File: src/rtl/alu_regfile.sv
// -----------------------------------------------------------------------------
// alu_regfile
//
// Execution core of the simple processor datapath: an 8-entry register file
// with two combinational read ports and one synchronous write port, alongside
// a purely combinational ALU.  The two halves share no internal connection;
// the surrounding controller routes read data into the ALU operands and the
// ALU result back into the write port.
//
// Ports
//   clk         in   1       rising-edge clock for all state
//   rst         in   1       synchronous active-high reset, clears all registers
//   w_en        in   1       register file write enable
//   write_addr  in   ADDR_W  destination register
//   write_data  in   WIDTH   data to write
//   read_addr1  in   ADDR_W  read port 1 address
//   read_addr2  in   ADDR_W  read port 2 address
//   read_data1  out  WIDTH   contents of register read_addr1 (combinational)
//   read_data2  out  WIDTH   contents of register read_addr2 (combinational)
//   in_b        in   WIDTH   ALU operand B
//   in_c        in   WIDTH   ALU operand C
//   alu_op      in   3       ALU operation select
//   alu_out     out  WIDTH   ALU result (combinational, modulo 2**WIDTH)
// -----------------------------------------------------------------------------
module alu_regfile #(
    parameter int WIDTH  = 8,
    parameter int ADDR_W = 3
) (
    input  logic              clk,
    input  logic              rst,
    input  logic              w_en,
    input  logic [ADDR_W-1:0] write_addr,
    input  logic [WIDTH-1:0]  write_data,
    input  logic [ADDR_W-1:0] read_addr1,
    input  logic [ADDR_W-1:0] read_addr2,
    output logic [WIDTH-1:0]  read_data1,
    output logic [WIDTH-1:0]  read_data2,
    input  logic [WIDTH-1:0]  in_b,
    input  logic [WIDTH-1:0]  in_c,
    input  logic [2:0]        alu_op,
    output logic [WIDTH-1:0]  alu_out
);

    localparam int NREG = 2 ** ADDR_W;

    typedef enum logic [2:0] {
        OP_ADD = 3'd0,
        OP_SUB = 3'd1,
        OP_AND = 3'd2,
        OP_OR  = 3'd3,
        OP_XOR = 3'd4,
        OP_NOT = 3'd5,
        OP_SHL = 3'd6,
        OP_SHR = 3'd7
    } alu_op_t;

    logic [WIDTH-1:0] r_regs [NREG];
    logic [WIDTH-1:0] w_alu;

    // All results are truncated to WIDTH, so add/sub wrap modulo 2**WIDTH
    // and shifts drop the bit shifted out with zero fill.
    function automatic logic [WIDTH-1:0] alu_calc(
        input logic [2:0]       op,
        input logic [WIDTH-1:0] b,
        input logic [WIDTH-1:0] c
    );
        logic [WIDTH-1:0] res;
        res = '0;
        case (alu_op_t'(op))
            OP_ADD:  res = b + c;
            OP_SUB:  res = b - c;
            OP_AND:  res = b & c;
            OP_OR:   res = b | c;
            OP_XOR:  res = b ^ c;
            OP_NOT:  res = ~b;
            OP_SHL:  res = b << 1;
            OP_SHR:  res = b >> 1;
            default: res = '0;
        endcase
        return res;
    endfunction

    // Reset takes priority over a write presented in the same cycle.
    always_ff @(posedge clk) begin
        if (rst) begin
            for (int i = 0; i < NREG; i++) begin
                r_regs[i] <= '0;
            end
        end else if (w_en) begin
            r_regs[write_addr] <= write_data;
        end
    end

    // No write-to-read bypass: reads see the value stored before the edge.
    assign read_data1 = r_regs[read_addr1];
    assign read_data2 = r_regs[read_addr2];

    always_comb begin
        w_alu = alu_calc(alu_op, in_b, in_c);
    end

    assign alu_out = w_alu;

endmodule

File: config.mk
export PLATFORM = sky130hd
export DESIGN_NAME = alu_regfile
export DESIGN_NICKNAME = d
export VERILOG_FILES = /design/src/rtl/alu_regfile.sv
export SDC_FILE = /design/constraint.sdc
export NUM_CORES = 1
export LEC_CHECK = 0
export BUFFER_PORTS_ARGS = -buffer_cell sky130_fd_sc_hd__buf_4
export CAP_MARGIN = 40
export CORE_ASPECT_RATIO = 0.6
export CORE_UTILIZATION = 30
export DETAILED_ROUTE_END_ITERATION = 12
export GPL_TIMING_DRIVEN = 0
export PLACE_DENSITY = 0.53
export SLEW_MARGIN = 5
export SYNTH_ARGS = -nofsm -noshare
export SYNTH_HDL_FRONTEND = slang
export SYNTH_SLANG_ARGS = --single-unit
File: constraint.sdc
create_clock -name clk -period 4 [get_ports clk]
set_clock_uncertainty 0.05 [all_clocks]
set_input_delay 0.8 -clock clk [delete_from_list [all_inputs] [get_ports clk]]
set_output_delay 0.8 -clock clk [all_outputs]
set_load 0.03 [all_outputs]
After elaboration in Yosys (flattened, before gate mapping)
Memory sizes are Yosys's and may differ from the RTL's.
Index checks and enable logic that the tools add are counted.
Widths: inputs -> output; s select.
{"block": "word_totals", "word_cells": 25, "mem_count": 1, "mem_bits_rw": 64, "output_inout_bits": 24, "ff_bits": 0}
{"memory": "r_regs", "words": 8, "word_bits": 8, "rd": 2, "rd_clocked_by_memory_dff": 0, "write_ports": 8, "line_no": "57", "text": "logic [WIDTH-1:0] r_regs [NREG];"}
{"block": "classes", "n_reduce_logical": 2, "bitwise_logic": 4, "mux": 9, "eq_ne": 7, "add_sub_neg": 2}
{"cell": "$pmux 8 s8", "count": 1}
{"cell": "$eq 3x3->1 const B", "count": 4}
{"cell": "$add 8x8->8", "count": 1}
{"cell": "$and 8x8->8", "count": 1}
{"cell": "$mux 8", "count": 1}
{"cell": "$not 8->8", "count": 1}
{"cell": "$or 8x8->8", "count": 1}
{"cell": "$reduce_or 8->1", "count": 1}
{"cell": "$sub 8x8->8", "count": 1}
{"cell": "$xor 8x8->8", "count": 1}
{"cell": "$eq 3x2->1 const B", "count": 2}
{"cell": "$mux 1", "count": 6}
{"cell": "$eq 3x1->1 const B", "count": 1}
{"cell": "$logic_not 3->1", "count": 1}
{"cell": "$mux 3", "count": 1}

Logic depth before layout (Yosys ltp)
{"block": "depth", "ltp_word": 5, "mapped_depth": 10}

Worst setup path before layout
OpenSTA, ideal clock, no wires.
{"block": "synth_path", "path_type": "input to output", "start": "input port alu_op[2]", "end": "output port alu_out[6]", "arrival_time_ns": 2.802, "path_slack_ns": 0.348, "cell_stages": 8, "n_path_buf": 0, "cell_sequence": "nor3b_2 > mux2i_1 > fa_1 > a21o_1 > a21oi_1 > o21bai_1 > mux2i_1 > o211ai_1"}
{"block": "synth_between", "elab_chain_cells": 2, "word_cells_on_any_way": 9, "cone_classes": "eq/ne (7); mux (1); reduce/logical (1)"}
{"item": "from (decl)", "line_no": "40", "text": "input logic [2:0] alu_op,"}
{"item": "$eq 3x3->1 (tied with other cells)", "line_no": "69", "text": "case (alu_op_t'(op))"}
{"item": "$pmux 8 s8 (*)", "line_no": "69"}
{"item": "to (decl)", "line_no": "41", "text": "output logic [WIDTH-1:0] alu_out"}
Mark *: on every way between the ends. The rest lies on a longest branch, timed or not.

Final worst setup path
{"block": "layout_path", "start": "input port alu_op[1]", "end": "output port alu_out[5]"}
Same word-level chain as after synthesis.

==> flow_summary.json <==
{
  "diodes": 0,
  "cts_max_level": 3,
  "final.period_utilization_pct": 97.8,
  "first_pass_iters": 4,
  "tightest_slew_ns": 0.751,
  "setup_viol": 0,
  "area_growth_syn_to_layout_pct": 21.2,
  "hp-class": "in2reg",
  "path_max_fanout": 6,
  "vias": 3286,
  "powerDensity_nw_per_um2": 352,
  "synth_edf_count": 64,
  "synth_cell_type_count": 45,
  "clock_path_buffers": 2,
  "grt_max_degree": 12,
  "layout_common_cells": "64 x and2_1, 64 x edfxtp_1, 58 x buf_4",
  "met1_length_um": 6260,
  "ys_seq_area_share_pct": 41.0,
  "power_mw": 2.00,
  "vdd_drop_max_mv": 0.211,
  "yosys_warnings": 0,
  "drt_wl_total_um": 12400,
  "core_area_um2": 14800,
  "synth_area_um2": 4690,
  "dr_wl_met2_um": 4970,
  "synth-simple-area-share_pct": 14.8,
  "hold_ws_ns": 0.747,
  "startpoint_type": "input port",
  "routed.top_layer": "met4",
  "io_pins": 63,
  "synth-adder-area-share_pct": 6.83,
  "rsz0062_at_grt": "true",
  "drt_iter0_markers": 271,
  "drive_above_1_share_pct": 28.2,
  "wl_met3_um": 1110,
  "fmax_mhz": 256,
  "grt_pass1_vias": 3303,
  "synthMuxAreaShare_pct": 24.1,
  "die_h_um": 98.8,
  "grt_antenna_before_repair": 0,
  "syn_area_per_cell_um2": 12.7,
  "async_flop_share_pct": 0,
  "crit_required_ns": 3.15,
  "synth_compound_area_share_pct": 6.89,
  "largest-register": "r_regs",
  "grt_remaining_overflow": 0,
  "synth-seq-cells": 64,
  "leakage_nw": 2.27,
  "endpoint_kind": "primary output",
  "final.min_clock_period_ns": 3.91,
  "crit_type": "in2out",
  "largest_reg_flops": 64,
  "path_clk_slew_ns": 0.06,
  "synth_cells": 369,
  "cts_buffers": 9,
  "hold_violations": 0,
  "cts_tree": "built",
  "drc_errors": 0,
  "arrival_ns": 3.06,
  "grt_pass1_wl_um": 19000,
  "place.gp.congestion": 0.920,
  "dp_cells": 624,
  "cp-startpoint": "alu_op[1]",
  "viasPerCell": 5.12,
  "slew_headroom_pct": 49.7,
  "synthFlopType": "edfxtp_1",
  "drv_slew": 0,
  "synth_top_family_by_area": "multiplexers",
  "rows": 34,
  "synth_nets": 433,
  "status": "finished, final reports clean",
  "holdBufCountCts": 0,
  "hpwl_um": 9770,
  "wl_per_cell_um": 19.4,
  "largestRegisters": "r_regs (64)",
  "drtAntennaViolNets": 0,
  "nNetsFinal": 503,
  "die_area_um2": 16100,
  "grt.total_usage_pct": 16.2,
  "cp-endpoint": "alu_out[5]",
  "instances_no_fill": 642,
  "cts_root_buf": "clkbuf_16",
  "start_util_pct": 31.6,
  "maxCapViolations": 0,
  "die_w_um": 163,
  "cts_sinks": 64,
  "numPortBuffers": 56,
  "synth-xor-area-share_pct": 2.06
}
==> worst min-delay path by stage <==
stage | start | end | cells past startpoint | slack, ns
floorplan | write_data[0] | r_regs[0][0]$_SDFFCE_PN0P_ | 1 | 0.95
global placement | write_data[1] | r_regs[1][1]$_SDFFCE_PN0P_ | 2 | 1.08
detailed placement | write_data[1] | r_regs[4][1]$_SDFFCE_PN0P_ | 2 | 1.09
CTS | write_data[2] | r_regs[7][2]$_SDFFCE_PN0P_ | 2 | 0.74
global route | write_data[1] | r_regs[5][1]$_SDFFCE_PN0P_ | 2 | 0.75
finish | write_data[2] | r_regs[5][2]$_SDFFCE_PN0P_ | 2 | 0.75
==> per-layer routing <==
metal,GRT usage (%),up-vias
met3,4.17,10
met1,25.4,1631
li1,-,1554
met4,3.95,0
met5,0,-
met2,21.5,91
==> worst max-delay path, stage by stage <==
cell and delay (ns):
buf_4 0.13, nor3b_4 0.36, buf_4 0.18, mux2i_1 0.25, ha_1 0.27, nand2_1 0.06, o21ai_1 0.13, a31oi_2 0.26
mux2i_2 0.30, a32o_1 0.16, buf_4 0.16
==> repair_timing <==
item                       in CTS  in global routing
buffers inserted                0                  2
setup endpoints to repair       3                  3
gates resized for setup         3                  5
pin swaps                       0                  1
==> power breakdown <==
part / switching [mW] / total (mW) / leakage (nW) / internal (mW)
registers: 0.0196 / 0.801 / 0.613 / 0.782
logic: 0.273 / 0.499 / 1.52 / 0.226
clock network: 0.282 / 0.697 / 0.132 / 0.415
==> logic make-up (layout without fill, tap and decap cells) <==
logic type | after synthesis | count (layout)
AO/OA/AOI/OAI | 52 | 52
multiplexers | 57 | 57
buffers and inverters | 40 | 115
flip-flops | 64 | 64
adder cells (fa/ha/maj) | 25 | 25
AND/OR/NAND/NOR | 120 | 120
XOR/XNOR | 11 | 11
==> final cells by class <==
class / count / area, um^2
tap: 198 / 248
buffer: 19 / 125
fill: 1440 / 9170
sequential: 64 / 1920
clock inverter: 6 / 36.3
inverter: 21 / 78.8
multi-input combinational: 265 / 2600
clock buffer: 10 / 229
timing repair buffer: 59 / 440
==> stage by stage <==
stage / cell area (um^2) / utilization, % / setup WS (ns) / TNS, ns
3_3_place_gp: 5360 / 36.1 / -0.143 / -0.278
2_1_floorplan: 4690 / - / 0.348 / 0
3_5_place_dp: 5360 / 36.1 / -0.125 / -0.259
6_report: 5680 / 38.3 / 0.0864 / 0
5_1_grt: 5680 / 38.3 / -0.0437 / -0.0709
4_1_cts: 5640 / 38.0 / 0.0874 / 0
==> synth_stat cells, types with 4 or more instances <==
cell type	n	area share (%)
mux2_2	18	4.3
o21ai_0	12	1.3
mux4_1	29	16
xnor2_1	9	1.7
clkbuf_1	7	0.56
nor3_1	4	0.43
a21oi_1	16	1.7
a31oi_1	6	0.80
mux4_2	5	2.4
inv_1	21	1.7
o211ai_1	4	0.64
or2_2	9	1.2
nand2_1	9	0.72
and2_1	64	8.5
nor2b_1	5	0.67
nor2_1	17	1.4
buf_2	5	0.53
edfxtp_1	64	41
ha_1	24	6.4
mux2i_1	5	1.1
Power figures use the tool's default switching activity.
